## src/rtl/alut_pkg.sv

```systemverilog
// Shared definitions for the ALUT address checker: entry layout, FSM states, hash.
package alut_pkg;

  localparam int unsigned MAC_W        = 48;
  localparam int unsigned ENT_ADDR_LSB = 0;
  localparam int unsigned ENT_PORT_LSB = MAC_W;

  typedef enum logic [1:0] {
    ST_IDLE   = 2'd0,
    ST_LOOKUP = 2'd1,
    ST_D_EVAL = 2'd2,
    ST_S_EVAL = 2'd3
  } alut_state_e;

  function automatic int unsigned alut_pw(input int unsigned num_ports);
    return unsigned'($clog2(num_ports));
  endfunction

  function automatic int unsigned alut_dw(input int unsigned num_ports, input int unsigned ts_w);
    return 1 + ts_w + alut_pw(num_ports) + MAC_W;
  endfunction

  function automatic int unsigned alut_ts_lsb(input int unsigned pw);
    return ENT_PORT_LSB + pw;
  endfunction

  function automatic int unsigned alut_valid_bit(input int unsigned pw, input int unsigned ts_w);
    return alut_ts_lsb(pw) + ts_w;
  endfunction

  // XOR-fold of the address into hash_w-bit chunks; shifting in zeros pads the top chunk.
  // The caller truncates the result to hash_w bits.
  function automatic logic [MAC_W-1:0] alut_hash(input logic [MAC_W-1:0] addr,
                                                 input int unsigned      hash_w);
    logic [MAC_W-1:0] mask;
    logic [MAC_W-1:0] h;
    mask = (48'd1 << hash_w) - 48'd1;
    h    = '0;
    for (int c = 0; c < MAC_W; c++) begin
      h = h ^ ((addr >> (c * hash_w)) & mask);
    end
    return h;
  endfunction

endpackage

```

## src/rtl/alut_age_cmp.sv

```systemverilog
// Wrap-safe age compare: an entry is in-date when (curr - ts) mod 2**TS_W <= limit.
module alut_age_cmp #(
  parameter int unsigned TS_W = 32
) (
  input  logic [TS_W-1:0] curr_time_i,
  input  logic [TS_W-1:0] ts_i,
  input  logic [TS_W-1:0] age_limit_i,
  output logic            in_date_o
);

  logic [TS_W-1:0] elapsed;

  assign elapsed   = curr_time_i - ts_i;
  assign in_date_o = (elapsed <= age_limit_i);

endmodule

```

## src/rtl/alut_addr_checker_mp.sv

```systemverilog
// ALUT address checker: resolves destination mask and learns source into an external sync RAM.
//
// state     | meaning
// ----------+------------------------------------------------------------
// ST_IDLE   | ready for a command, latches inputs on cmd_valid
// ST_LOOKUP | read destination entry
// ST_D_EVAL | resolve d_port from destination entry, read source entry
// ST_S_EVAL | publish d_port, write source entry, track overwritten entry
module alut_addr_checker_mp
  import alut_pkg::*;
#(
  parameter  int unsigned NUM_PORTS = 4,
  parameter  int unsigned HASH_W    = 8,
  parameter  int unsigned TS_W      = 32,
  localparam int unsigned PW        = alut_pw(NUM_PORTS),
  localparam int unsigned DW        = alut_dw(NUM_PORTS, TS_W)
) (
  input  logic                 pclk,
  input  logic                 p_reset,
  input  logic                 cmd_valid,
  output logic                 cmd_ready,
  input  logic [47:0]          d_addr,
  input  logic [47:0]          s_addr,
  input  logic [PW-1:0]        s_port,
  input  logic [47:0]          mac_addr,
  input  logic [TS_W-1:0]      curr_time,
  input  logic [TS_W-1:0]      age_limit,
  input  logic                 learn_en,
  input  logic                 clear_reused,
  output logic [HASH_W-1:0]    mem_addr,
  output logic                 mem_rd,
  output logic                 mem_wr,
  output logic [DW-1:0]        mem_wdata,
  input  logic [DW-1:0]        mem_rdata,
  output logic [NUM_PORTS:0]   d_port,
  output logic                 d_port_valid,
  output logic                 busy,
  output logic                 reused,
  output logic [47:0]          lst_inv_addr,
  output logic [PW-1:0]        lst_inv_port
);

  localparam int unsigned TS_LSB = alut_ts_lsb(PW);
  localparam int unsigned V_BIT  = alut_valid_bit(PW, TS_W);

  alut_state_e state_q, state_d;

  logic [47:0]      d_addr_q, s_addr_q;
  logic [PW-1:0]    s_port_q;
  logic [TS_W-1:0]  curr_time_q;
  logic             learn_en_q;

  logic [NUM_PORTS:0] d_port_q, d_port_d, d_port_calc;
  logic               reused_q, reused_d;
  logic [47:0]        lst_inv_addr_q, lst_inv_addr_d;
  logic [PW-1:0]      lst_inv_port_q, lst_inv_port_d;

  logic [HASH_W-1:0]    d_hash, s_hash;
  logic                 rd_valid, rd_in_date;
  logic [TS_W-1:0]      rd_ts;
  logic [PW-1:0]        rd_port;
  logic [47:0]          rd_addr;
  logic                 sport_ok, learn_ok;
  logic [NUM_PORTS-1:0] rd_port_oh, s_port_oh;

  assign d_hash = HASH_W'(alut_hash(d_addr_q, HASH_W));
  assign s_hash = HASH_W'(alut_hash(s_addr_q, HASH_W));

  assign rd_addr  = mem_rdata[ENT_ADDR_LSB +: 48];
  assign rd_port  = mem_rdata[ENT_PORT_LSB +: PW];
  assign rd_ts    = mem_rdata[TS_LSB +: TS_W];
  assign rd_valid = mem_rdata[V_BIT];

  assign sport_ok   = (32'(s_port_q) < NUM_PORTS);
  assign learn_ok   = learn_en_q & sport_ok;
  assign rd_port_oh = NUM_PORTS'(1) << rd_port;
  assign s_port_oh  = NUM_PORTS'(1) << s_port_q;

  assign mem_wdata    = {1'b1, curr_time_q, s_port_q, s_addr_q};
  assign d_port       = d_port_q;
  assign reused       = reused_q;
  assign lst_inv_addr = lst_inv_addr_q;
  assign lst_inv_port = lst_inv_port_q;

  alut_age_cmp #(.TS_W(TS_W)) u_age_cmp (
    .curr_time_i (curr_time_q),
    .ts_i        (rd_ts),
    .age_limit_i (age_limit),
    .in_date_o   (rd_in_date)
  );

  // Destination mask from the entry read for d_addr; own MAC wins, bad ingress floods.
  always_comb begin
    d_port_calc = {1'b0, {NUM_PORTS{1'b1}}};
    if (d_addr_q == mac_addr) begin
      d_port_calc = {1'b1, {NUM_PORTS{1'b0}}};
    end else if (!sport_ok) begin
      d_port_calc = {1'b0, {NUM_PORTS{1'b1}}};
    end else if (rd_valid && (rd_addr == d_addr_q) && rd_in_date) begin
      d_port_calc = {1'b0, rd_port_oh & ~s_port_oh};
    end else begin
      d_port_calc = {1'b0, ~s_port_oh};
    end
  end

  // Next state, RAM strobes and result/reuse tracking.
  always_comb begin
    state_d        = state_q;
    cmd_ready      = 1'b0;
    busy           = 1'b1;
    mem_rd         = 1'b0;
    mem_wr         = 1'b0;
    mem_addr       = '0;
    d_port_valid   = 1'b0;
    d_port_d       = d_port_q;
    reused_d       = clear_reused ? 1'b0 : reused_q;
    lst_inv_addr_d = lst_inv_addr_q;
    lst_inv_port_d = lst_inv_port_q;
    case (state_q)
      ST_IDLE: begin
        cmd_ready = 1'b1;
        busy      = 1'b0;
        if (cmd_valid) state_d = ST_LOOKUP;
      end
      ST_LOOKUP: begin
        mem_rd   = 1'b1;
        mem_addr = d_hash;
        state_d  = ST_D_EVAL;
      end
      ST_D_EVAL: begin
        mem_rd   = 1'b1;
        mem_addr = s_hash;
        d_port_d = d_port_calc;
        state_d  = ST_S_EVAL;
      end
      ST_S_EVAL: begin
        d_port_valid = 1'b1;
        mem_addr     = s_hash;
        mem_wr       = learn_ok;
        // Overwriting a live entry of another address; setting beats a same-cycle clear.
        if (learn_ok && rd_valid && (rd_addr != s_addr_q)) begin
          reused_d       = 1'b1;
          lst_inv_addr_d = rd_addr;
          lst_inv_port_d = rd_port;
        end
        state_d = ST_IDLE;
      end
      default: state_d = ST_IDLE;
    endcase
  end

  // State, result and reuse registers.
  always_ff @(posedge pclk) begin
    if (p_reset) begin
      state_q        <= ST_IDLE;
      d_port_q       <= {1'b0, {NUM_PORTS{1'b1}}};
      reused_q       <= 1'b0;
      lst_inv_addr_q <= '0;
      lst_inv_port_q <= '0;
    end else begin
      state_q        <= state_d;
      d_port_q       <= d_port_d;
      reused_q       <= reused_d;
      lst_inv_addr_q <= lst_inv_addr_d;
      lst_inv_port_q <= lst_inv_port_d;
    end
  end

  // Command capture; inputs are only sampled on acceptance so they may change while busy.
  always_ff @(posedge pclk) begin
    if (p_reset) begin
      d_addr_q    <= '0;
      s_addr_q    <= '0;
      s_port_q    <= '0;
      curr_time_q <= '0;
      learn_en_q  <= 1'b0;
    end else if ((state_q == ST_IDLE) && cmd_valid) begin
      d_addr_q    <= d_addr;
      s_addr_q    <= s_addr;
      s_port_q    <= s_port;
      curr_time_q <= curr_time;
      learn_en_q  <= learn_en;
    end
  end

endmodule

```

## config.mk

```make
export PLATFORM = sky130hd
export DESIGN_NAME = alut_addr_checker_mp
export DESIGN_NICKNAME = d
export VERILOG_FILES = /design/src/rtl/alut_pkg.sv /design/src/rtl/alut_age_cmp.sv /design/src/rtl/alut_addr_checker_mp.sv
export SDC_FILE = /design/constraint.sdc
export NUM_CORES = 1
export LEC_CHECK = 0
export BUFFER_PORTS_ARGS = -buffer_cell sky130_fd_sc_hd__buf_2
export CAP_MARGIN = 10
export CORE_AREA = 4 4 175 177
export DETAILED_ROUTE_END_ITERATION = 10
export DIE_AREA = 0 0 179 181
export PLACE_DENSITY = 0.71
export SYNTH_ARGS = -nofsm -noshare
export SYNTH_HDL_FRONTEND = slang
export SYNTH_SLANG_ARGS = --single-unit
```

## constraint.sdc

```tcl
create_clock -name pclk -period 8.7 [get_ports pclk]
set_clock_uncertainty 0.05 [all_clocks]
set_input_delay 0.87 -clock pclk [delete_from_list [all_inputs] [get_ports pclk]]
set_output_delay 0.87 -clock pclk [all_outputs]
set_load 0.02 [all_outputs]
```

# After elaboration in Yosys (flattened, before gate mapping)
# Index checks and enable logic that the tools add are counted.
# W data, S select, Z words.
word_totals:
  regBits: 189
  in_bits: 298
  word_cells: 55
  output_inout_bits: 152
op_classes:
  n_bitwise: 12
  add_sub_neg: 1
  n_shift: 2
  eq_ne: 7
  magnitude_cmp: 1
  n_mux: 13
  reduce_logical: 9
op_table:
  columns: ["cell", "n"]
  rows:
  - ["$eq A48 B48 Y1", 2]
  - ["$xor A8 B8 Y8", 10]
  - ["$ne A48 B48 Y1", 1]
  - ["$le A32 B32 Y1", 1]
  - ["$sub A32 B32 Y32", 1]
  - ["$pmux W8 S2", 1]
  - ["$mux W1", 8]
  - ["$pmux W2 S4", 1]
  - ["$shl A1 B2 Y4 const A", 2]
  - ["$logic_and A1 B1 Y1", 5]
  - ["$mux W5", 1]
  - ["$and A4 B4 Y4", 1]
  - ["$eq A2 B2 Y1 const B", 2]
  - ["$mux W4", 1]
  - ["$not A4 Y4", 1]
  - ["$reduce_or A2 Y1", 2]
  - ["$eq A2 B1 Y1 const B", 1]
  - ["$logic_not A2 Y1", 1]
  - ["$mux W2", 1]
  - ["$ne A2 B2 Y1 const B", 1]
  - ["$reduce_and A2 Y1", 1]

# Depth between registers and ports, before layout
# Gate-level depths: netlist (run 1).
logic_depth:
  ltp_word: 6
  mapped_depth: 20
  mapped_depth_nobuf: 20

# Hierarchy
# Synthesis (run 1) repeated with hierarchy kept, for this count alone.
unflattened:
  cells_unflattened: 1460
  hier_area_um2: 11698.7
modules_own_cells:
  columns: ["module", "area_each_um2", "n_inst", "seq_area_each_um2", "cells_per_inst"]
  rows:
  - ["alut_addr_checker_mp", 9057.4, 1, 3783.6, 1076]
  - ["alut_age_cmp", 2641.3, 1, 0.0, 384]

# Least setup slack after synthesis (run 1)
# Ideal clock, no wire load.
synth_timing:
  kind: "input-to-reg"
  startpoint: "in mem_rdata[57]"
  endpoint: "reg d_port_q[3], in the netlist d_port[3]"
  t_arrival_ps: 3987
  path_slack_ps: 4520
  stages: 20
  setup_ps: 143
  cell_sequence: "inv_1 > ha_1 > buf_2 > nand4_1 > a2111oi_2 > a211oi_2 > o21ai_4 > a311oi_4 > o31ai_4 > nand4_1 > o311ai_1 > ha_1 > a21o_1 > a21o_1 > a21oi_1 > o21ai_0 > a21oi_1 > o21ai_0 > o21ai_0 > a41oi_1"
synth_via:
  elab_chain_len: 5
synth_lines:
  columns: ["item", "line_no", "rtl"]
  rows:
  - ["start: declaration", "alut_addr_checker_mp.sv:34", "input logic [DW-1:0] mem_rdata,"]
  - ["$sub A32 B32 Y32", "alut_age_cmp.sv:13", "assign elapsed = curr_time_i - ts_i;"]
  - ["$le A32 B32 Y1", "alut_age_cmp.sv:14", "assign in_date_o = (elapsed <= age_limit_i);"]
  - ["$logic_and A1 B1 Y1", "alut_addr_checker_mp.sv:99", "end else if (rd_valid && (rd_addr == d_addr_q) && rd_in_date) begin"]
  - ["$mux W4", "alut_addr_checker_mp.sv:99", null]
  - ["$mux W5", "alut_addr_checker_mp.sv:95", "if (d_addr_q == mac_addr) begin"]
  - ["end signal: assignment", "alut_addr_checker_mp.sv:156", "d_port_q <= {1'b0, {NUM_PORTS{1'b1}}};"]
  - ["end signal: assignment", "alut_addr_checker_mp.sv:162", "d_port_q <= d_port_d;"]
  - ["end: declaration", "alut_addr_checker_mp.sv:53", "logic [NUM_PORTS:0] d_port_q, d_port_d, d_port_calc;"]
# No other way between the ends.
# A chain may end at the register's enable or synchronous reset.

# Worst setup path in the final report (run 1)
layout_timing:
  startpoint: "in mem_rdata[50]"
  endpoint: "reg d_port_q[3], in the netlist d_port[3]"
# The elaborated chain is that of the path after synthesis.

==> flow_metrics.py, run 1 <==
metrics = {
    "sta": {
        "period_minus_slack_ps": 4460,
        "slew_headroom_pct": 35.9,
        "max_freq_ghz": 0.224,
        "rsz0062_at_grt": "false",
        "finalSetupViolations": 0,
        "fin_crit_sh_pct": 51.3,
        "drv_slew": 0,
        "tns_ps": 0,
        "worst_pin_slew_ps": 961,
        "finalHoldViolCount": 0,
    },
    "yosys": {
        "synth-seq-cells": 189,
        "syn_nets": 1816,
        "synthTopCellsByArea": "dfxtp_1 33%, xnor2_1 11%, nand2_1 9.3%",
        "synth-edff-count": 0,
        "synth-compound-area-share_pct": 14.5,
        "synthFlopType": "dfxtp_1",
        "yosys.area_share.xor_xnor_pct": 19.1,
        "syn_inst": 1450,
        "synth_cell_types": 55,
        "synthSimpleGateAreaFrac_pct": 17.2,
        "synth_top_family_by_area": "XOR/XNOR gates",
        "yosysTopAreaCellShare_pct": 32.7,
        "synthMuxAreaShare_pct": 4.32,
        "synthAdderAreaFrac_pct": 7.42,
        "yosys.cell_count.top_type": "nand2_1",
        "ys_seq_area_share_pct": 32.7,
        "synth_top_cell_by_area": "dfxtp_1",
        "yosys-top-cells-count": "287 x nand2_1, 189 x dfxtp_1, 177 x a21oi_1, 151 x xnor2_1, 101 x xor2_1",
        "syn_area_per_cell_um2": 7.98,
        "yosys_warnings": 0,
        "ys_async_sr_fraction_pct": 0,
        "synth_area_mm2": 0.0116,
    },
    "placed_design": {
        "port_buffers": 448,
        "place.gp.congestion": 0.940,
        "dp.cells": 2225,
        "dp_hpwl_um": 38000,
    },
    "die": {
        "die_w_um": 179,
        "ios": 450,
        "start_util_pct": 39.6,
        "core_area_mm2": 0.0292,
        "rows": 63,
        "die_y_um": 181,
        "dieArea_mm2": 0.0324,
    },
    "power_and_ir_drop": {
        "share_comb_of_total_power_pct": 45.3,
        "power.total_w": 0.00364,
        "peakVddDrop_mv": 0.195,
        "power.leakage_nw": 6.95,
        "power_density_mw_per_mm2": 248,
        "pwr-share-clk_pct": 21.6,
        "seqPwrFrac_pct": 33.1,
        "sw_frac_of_total_pct": 44.3,
        "p_sw_w": 0.00161,
        "p_int_w": 0.00203,
    },
    "drt": {
        "dr.pass1.iters": 5,
        "num_vias": 11681,
        "wirelength_um": 47200,
        "viasPerCell": 5.17,
        "drc_errors": 0,
        "drtIter0Drc": 919,
        "ant_nets": 0,
        "wire_per_inst_um": 20.9,
    },
    "worst_setup_path": {
        "cp.depth": 20,
        "critPathMaxFanout": 4,
        "crit_chain": "buf_2 > ha_1 > fa_1 > nand2b_1 > a21oi_1 > o2111ai_1 > o31ai_2 > a21o_1 > a311o_1 > a21oi_1 > xnor2_1 > ha_1 > a21o_1 > a21o_1 > a21oi_1 > o21ai_0 > a21oi_1 > o21ai_0 > o21ai_0 > a41oi_1",
        "slowest_stage": "o31ai_2",
        "critical_path_class": "input port to flip-flop",
        "required_ps": 8960,
        "start_kind": "input port",
        "endpoint_kind": "flip-flop",
        "critPathTopFamily": "compound AO/OA/AOI/OAI gates",
        "cp_num_buf_inv": 1,
        "reg2reg_depth": 20,
        "cp_slowest_stage_delay_ps": 490,
        "crit_top_cell": "a21oi_1",
        "arrival_ps": 4720,
    },
    "clock_tree": {
        "cts.sinks": 189,
        "cts-resized-gates": 0,
        "cts_hold_buf": 0,
        "numCtsBuffers": 17,
        "clock_path_buffers": 2,
        "postCtsSetupRepairBufs": 0,
        "clk_latency_ps": 460,
        "clk_pin_slew_ps": 80,
        "root_buffer": "clkbuf_16",
        "cts_tree": "yes",
        "htree_num_levels": 4,
    },
    "global_route": {
        "antenna_found_initial": 5,
        "grt_pass1_wl_um": 67800,
        "grt_pass1_vias": 11507,
        "grt_usage_pct": 27.8,
        "grt_max_degree": 106,
        "overflow": 0,
    },
    "outcome": {
        "outcome": "finished, final reports clean",
    },
    "min_path": {
        "hp-class": "flip-flop to flip-flop",
        "hold_path_depth": 2,
    },
    "final_layout": {
        "nets": 2220,
        "finalNonFillerCells": 2258,
        "areaGrowthSynthToFinish_pct": 26.8,
        "drive_gt1_share_pct": 26.6,
    },
    "job": {
        "drv_cap": 0,
    },
}
-- sequential cells by signal (all words and copies together), names as in the netlist --
register      cells
reused            1
lst_inv_port      2
state_q           2
s_port_q          2
lst_inv_addr     48
curr_time_q      32
d_port            5
s_addr_q         48
learn_en_q        1
d_addr_q         48
-- power by group through the flow --
stage                     sequential [W]  clock, W  combinational (W)
final                            0.00121  0.000787            0.00165
after global placement           0.00122         0            0.00163
after detailed placement         0.00122         0            0.00165
after global routing             0.00122  0.000837            0.00182
after CTS                        0.00120  0.000806            0.00166
after floorplan                  0.00124         0            0.00106
-- metal layers --
metal  track usage, %  vias to the layer above  share of wire [%]
li1                 -                     5648                  -
met1             31.6                     5438                 39
met2             48.8                      494                 49
met3             8.54                       93                8.6
met4             10.1                        8                3.3
met5                0                        -              0.097
-- final timing paths --
path / slack, ps / startpoint / end
worst max-delay path: 4240 / mem_rdata[50] / d_port[3]
worst min-delay path: 410 / learn_en_q / learn_en_q
worst max register to register: 4350 / curr_time_q[0] / d_port[3]
worst min register to register: 410 / learn_en_q / learn_en_q
-- layout make-up --
type                       instances  area (um^2)
antenna                            1         2.50
clock buffer                      18          429
clock inverter                    14          150
fill                            2912        14600
inverter                          79          297
multi-input combinational       1116         7250
sequential                       189         3780
tap                              390          488
timing repair buffer             451         2270
-- cells by family after synthesis --
kind of cell,Yosys count
XOR/XNOR,252
adder cells (fa/ha/maj),68
AO/OA/AOI/OAI,279
multiplexers,50
flip-flops,189
buffers and inverters,145
AND/OR/NAND/NOR,466
other,1
-- through the flow --
stage	hold slack, ps	cell area [um^2]	setup slack [ps]	util [%]
2_1_floorplan	382	11600	4520	-
3_3_place_gp	391	14100	3870	48.2
3_5_place_dp	403	14100	3780	48.2
4_1_cts	413	14700	4280	50.2
5_1_grt	438	14700	3880	50.2
6_report	412	14700	4240	50.2
-- worst min-delay path, stage by stage (launching register included) --
cell and delay [ps]:
dfxtp_1 310, nand2_1 50, a21oi_1 60
-- placed cells by master (no fill, tap or decap), types with 17 or more instances in the layout --
master     Yosys  final
a21o_1        26     26
a21oi_1      177    177
buf_2          7    447
clkbuf_16      0     17
dfxtp_1      189    189
ha_1          67     67
inv_1         79     79
mux2i_1       50     50
nand2_1      287    286
nand4_1       32     32
nor2_1        81     81
nor4_1        22     22
o21ai_0       24     24
xnor2_1      151    151
xor2_1       101    101
Power figures use the tool's default switching activity.
==> run 2, diff against run 1 <==
--- a/config.mk
+++ b/config.mk
@@ -7,10 +7,10 @@
 export LEC_CHECK = 0
 export BUFFER_PORTS_ARGS = -buffer_cell sky130_fd_sc_hd__buf_2
 export CAP_MARGIN = 10
-export CORE_AREA = 4 4 175 177
+export CORE_AREA = 4 4 172 174
 export DETAILED_ROUTE_END_ITERATION = 10
-export DIE_AREA = 0 0 179 181
-export PLACE_DENSITY = 0.71
+export DIE_AREA = 0 0 176 178
+export PLACE_DENSITY = 0.73
 export SYNTH_ARGS = -nofsm -noshare
 export SYNTH_HDL_FRONTEND = slang
 export SYNTH_SLANG_ARGS = --single-unit
==> constraint.sdc (replaced) <==
create_clock -name pclk -period 4.52 [get_ports pclk]
set_clock_uncertainty 0.05 [all_clocks]
set_input_delay 0.452 -clock pclk [delete_from_list [all_inputs] [get_ports pclk]]
set_output_delay 0.452 -clock pclk [all_outputs]
set_load 0.02 [all_outputs]
==> flow_metrics.py, run 2 (synthesis results as in run 1) <==
metrics = {
    "global_route": {
        "overflow": 0,
        "grt_max_degree": 110,
        "grt_pass1_vias": 11674,
        "grt_usage_pct": 28.8,
        "grt_pass1_wl_um": 68700,
        "antenna_found_initial": 4,
    },
    "clock_tree": {
        "clk_latency_ps": 440,
        "cts_hold_buf": 0,
        "htree_num_levels": 4,
        "clock_path_buffers": 2,
        "cts.sinks": 189,
        "numCtsBuffers": 17,
        "postCtsSetupRepairBufs": 0,
        "clk_pin_slew_ps": 90,
        "root_buffer": "clkbuf_16",
        "cts_tree": "yes",
    },
    "worst_setup_path": {
        "crit_chain": "inv_1 > ha_1 > fa_1 > nand2b_1 > a21oi_1 > o2111ai_2 > o31ai_4 > a311o_1 > a31o_2 > a21oi_2 > xnor2_1 > ha_1 > a21o_1 > a21oi_1 > o21ai_0 > a21oi_1 > o21ai_0 > o21ai_1 > a41oi_1",
        "arrival_ps": 4460,
        "start_kind": "flip-flop",
        "critical_path_class": "flip-flop to flip-flop",
        "r2r-start": "curr_time_q[0]",
        "r2r_end": "d_port[3]",
        "endpoint_kind": "flip-flop",
        "cp_slowest_stage_delay_ps": 430,
        "required_ps": 4760,
        "slowest_stage": "fa_1",
        "critPathMaxFanout": 4,
        "reg2reg_depth": 19,
        "crit_top_cell": "a21oi_1",
        "rrSetupSlack_ps": 290,
    },
    "placed_design": {
        "dp_hpwl_um": 37900,
        "dp.cells": 2219,
        "place.gp.congestion": 0.955,
        "port_buffers": 448,
    },
    "sta": {
        "max_freq_ghz": 0.237,
        "worst_pin_slew_ps": 964,
        "tns_ps": 0,
        "finalSetupViolations": 0,
        "fin_crit_sh_pct": 93.5,
        "slew_headroom_pct": 35.8,
        "rsz0062_at_grt": "false",
        "finalHoldViolCount": 0,
        "drv_slew": 0,
        "period_minus_slack_ps": 4230,
    },
    "min_path": {
        "hold_path_depth": 3,
        "min_from": "s_addr[36]",
        "min_to": "s_addr_q[36]",
        "hp-class": "input port to flip-flop",
    },
    "final_layout": {
        "register_area_mm2": 0.00378,
        "fill_cells": 2720,
        "areaGrowthSynthToFinish_pct": 27.5,
        "drive_gt1_share_pct": 26.9,
        "finalNonFillerCells": 2251,
        "mostFrequentLayoutCells": "447 x buf_2, 286 x nand2_1, 189 x dfxtp_1",
        "mostFrequentLayoutCell": "buf_2",
        "nets": 2226,
        "multi_input_area_mm2": 0.00727,
        "antenna_cells": 0,
    },
    "die": {
        "ios": 450,
        "rows": 61,
        "die_y_um": 178,
        "dieArea_mm2": 0.0313,
        "start_util_pct": 41.7,
        "die_w_um": 176,
        "core_area_mm2": 0.0278,
    },
    "outcome": {
        "outcome": "finished, final reports clean",
    },
    "power_and_ir_drop": {
        "p_int_w": 0.00395,
        "seqPwrFrac_pct": 32.5,
        "share_comb_of_total_power_pct": 45.1,
        "peakVddDrop_mv": 0.257,
        "sw_frac_of_total_pct": 44.7,
        "power_density_mw_per_mm2": 484,
        "pwr-share-clk_pct": 22.4,
        "power.leakage_nw": 6.99,
        "p_sw_w": 0.00319,
    },
    "drt": {
        "viasPerCell": 5.33,
        "wirelength_um": 47400,
        "dr.pass1.iters": 6,
        "drc_errors": 0,
        "wire_per_inst_um": 21.0,
        "num_vias": 11990,
        "drtIter0Drc": 1058,
        "ant_nets": 0,
    },
    "job": {
        "drv_cap": 0,
    },
}
run 2: worst max-delay path by stage:
stage                               from         to  slack (ps)  cells after the start
final                     curr_time_q[0]  d_port[3]         290                     19
after global placement     mem_rdata[50]  d_port[3]         110                     20
after global routing      curr_time_q[0]  d_port[3]           7                     19
after CTS                 curr_time_q[0]  d_port[3]         150                     19
after floorplan           curr_time_q[0]  d_port[3]         720                     20
after detailed placement   mem_rdata[50]  d_port[3]          50                     19
run 2: cell type report:
type	count	area share, %
multi-input cells	1116	49.3
flip-flops and latches	189	25.7
repair buffers	457	15.8
well taps	378	3.21
clock buffers	18	2.91
inverters	79	2.01
clock inverters	14	1.16
run 2: repair_timing:
| action | 4_1_cts | 5_1_grt |
|---|---|---|
| endpoints found under the hold margin | 0 | 0 |
| gates resized for setup | 0 | 3 |
| setup endpoints to repair | 0 | 4 |
run 2: worst max-delay path: cells and delay by family, from the launching register on:
family,cells,cell delay [ps]
flops,1,360
compound gates,13,2330
buf+inv,1,50
simple gates,1,190
xor+xnor,1,140
fa+ha+maj,3,940
run 2: per-layer routing:
layer / global-route usage (%) / wire length (um) / up-vias
met1: 33.4 / 18000 / 5635
met5: 0 / 55 / -
met3: 7.10 / 4080 / 92
li1: - / - / 5651
met4: 9.78 / 1550 / 8
met2: 52.0 / 23700 / 604
run 2: metrics by stage:
stage	total power, W	worst slack, ps	area (um^2)	util [%]	hold slack [ps]
after global routing	0.00756	6.90	14800	53.1	169
after floorplan	0.00443	717	11600	-	382
final	0.00714	295	14800	53.1	186
after global placement	0.00549	109	14100	50.9	393
after detailed placement	0.00554	54.7	14100	50.9	399
after CTS	0.00714	149	14700	53.0	169
run 2: power groups by stage:
stage / registers (W) / clock network, W / logic [W]
floorplan: 0.00239 / 0 / 0.00204
global placement: 0.00234 / 0 / 0.00315
detailed placement: 0.00235 / 0 / 0.00319
CTS: 0.00232 / 0.00161 / 0.00321
global route: 0.00234 / 0.00168 / 0.00354
finish: 0.00232 / 0.00160 / 0.00322
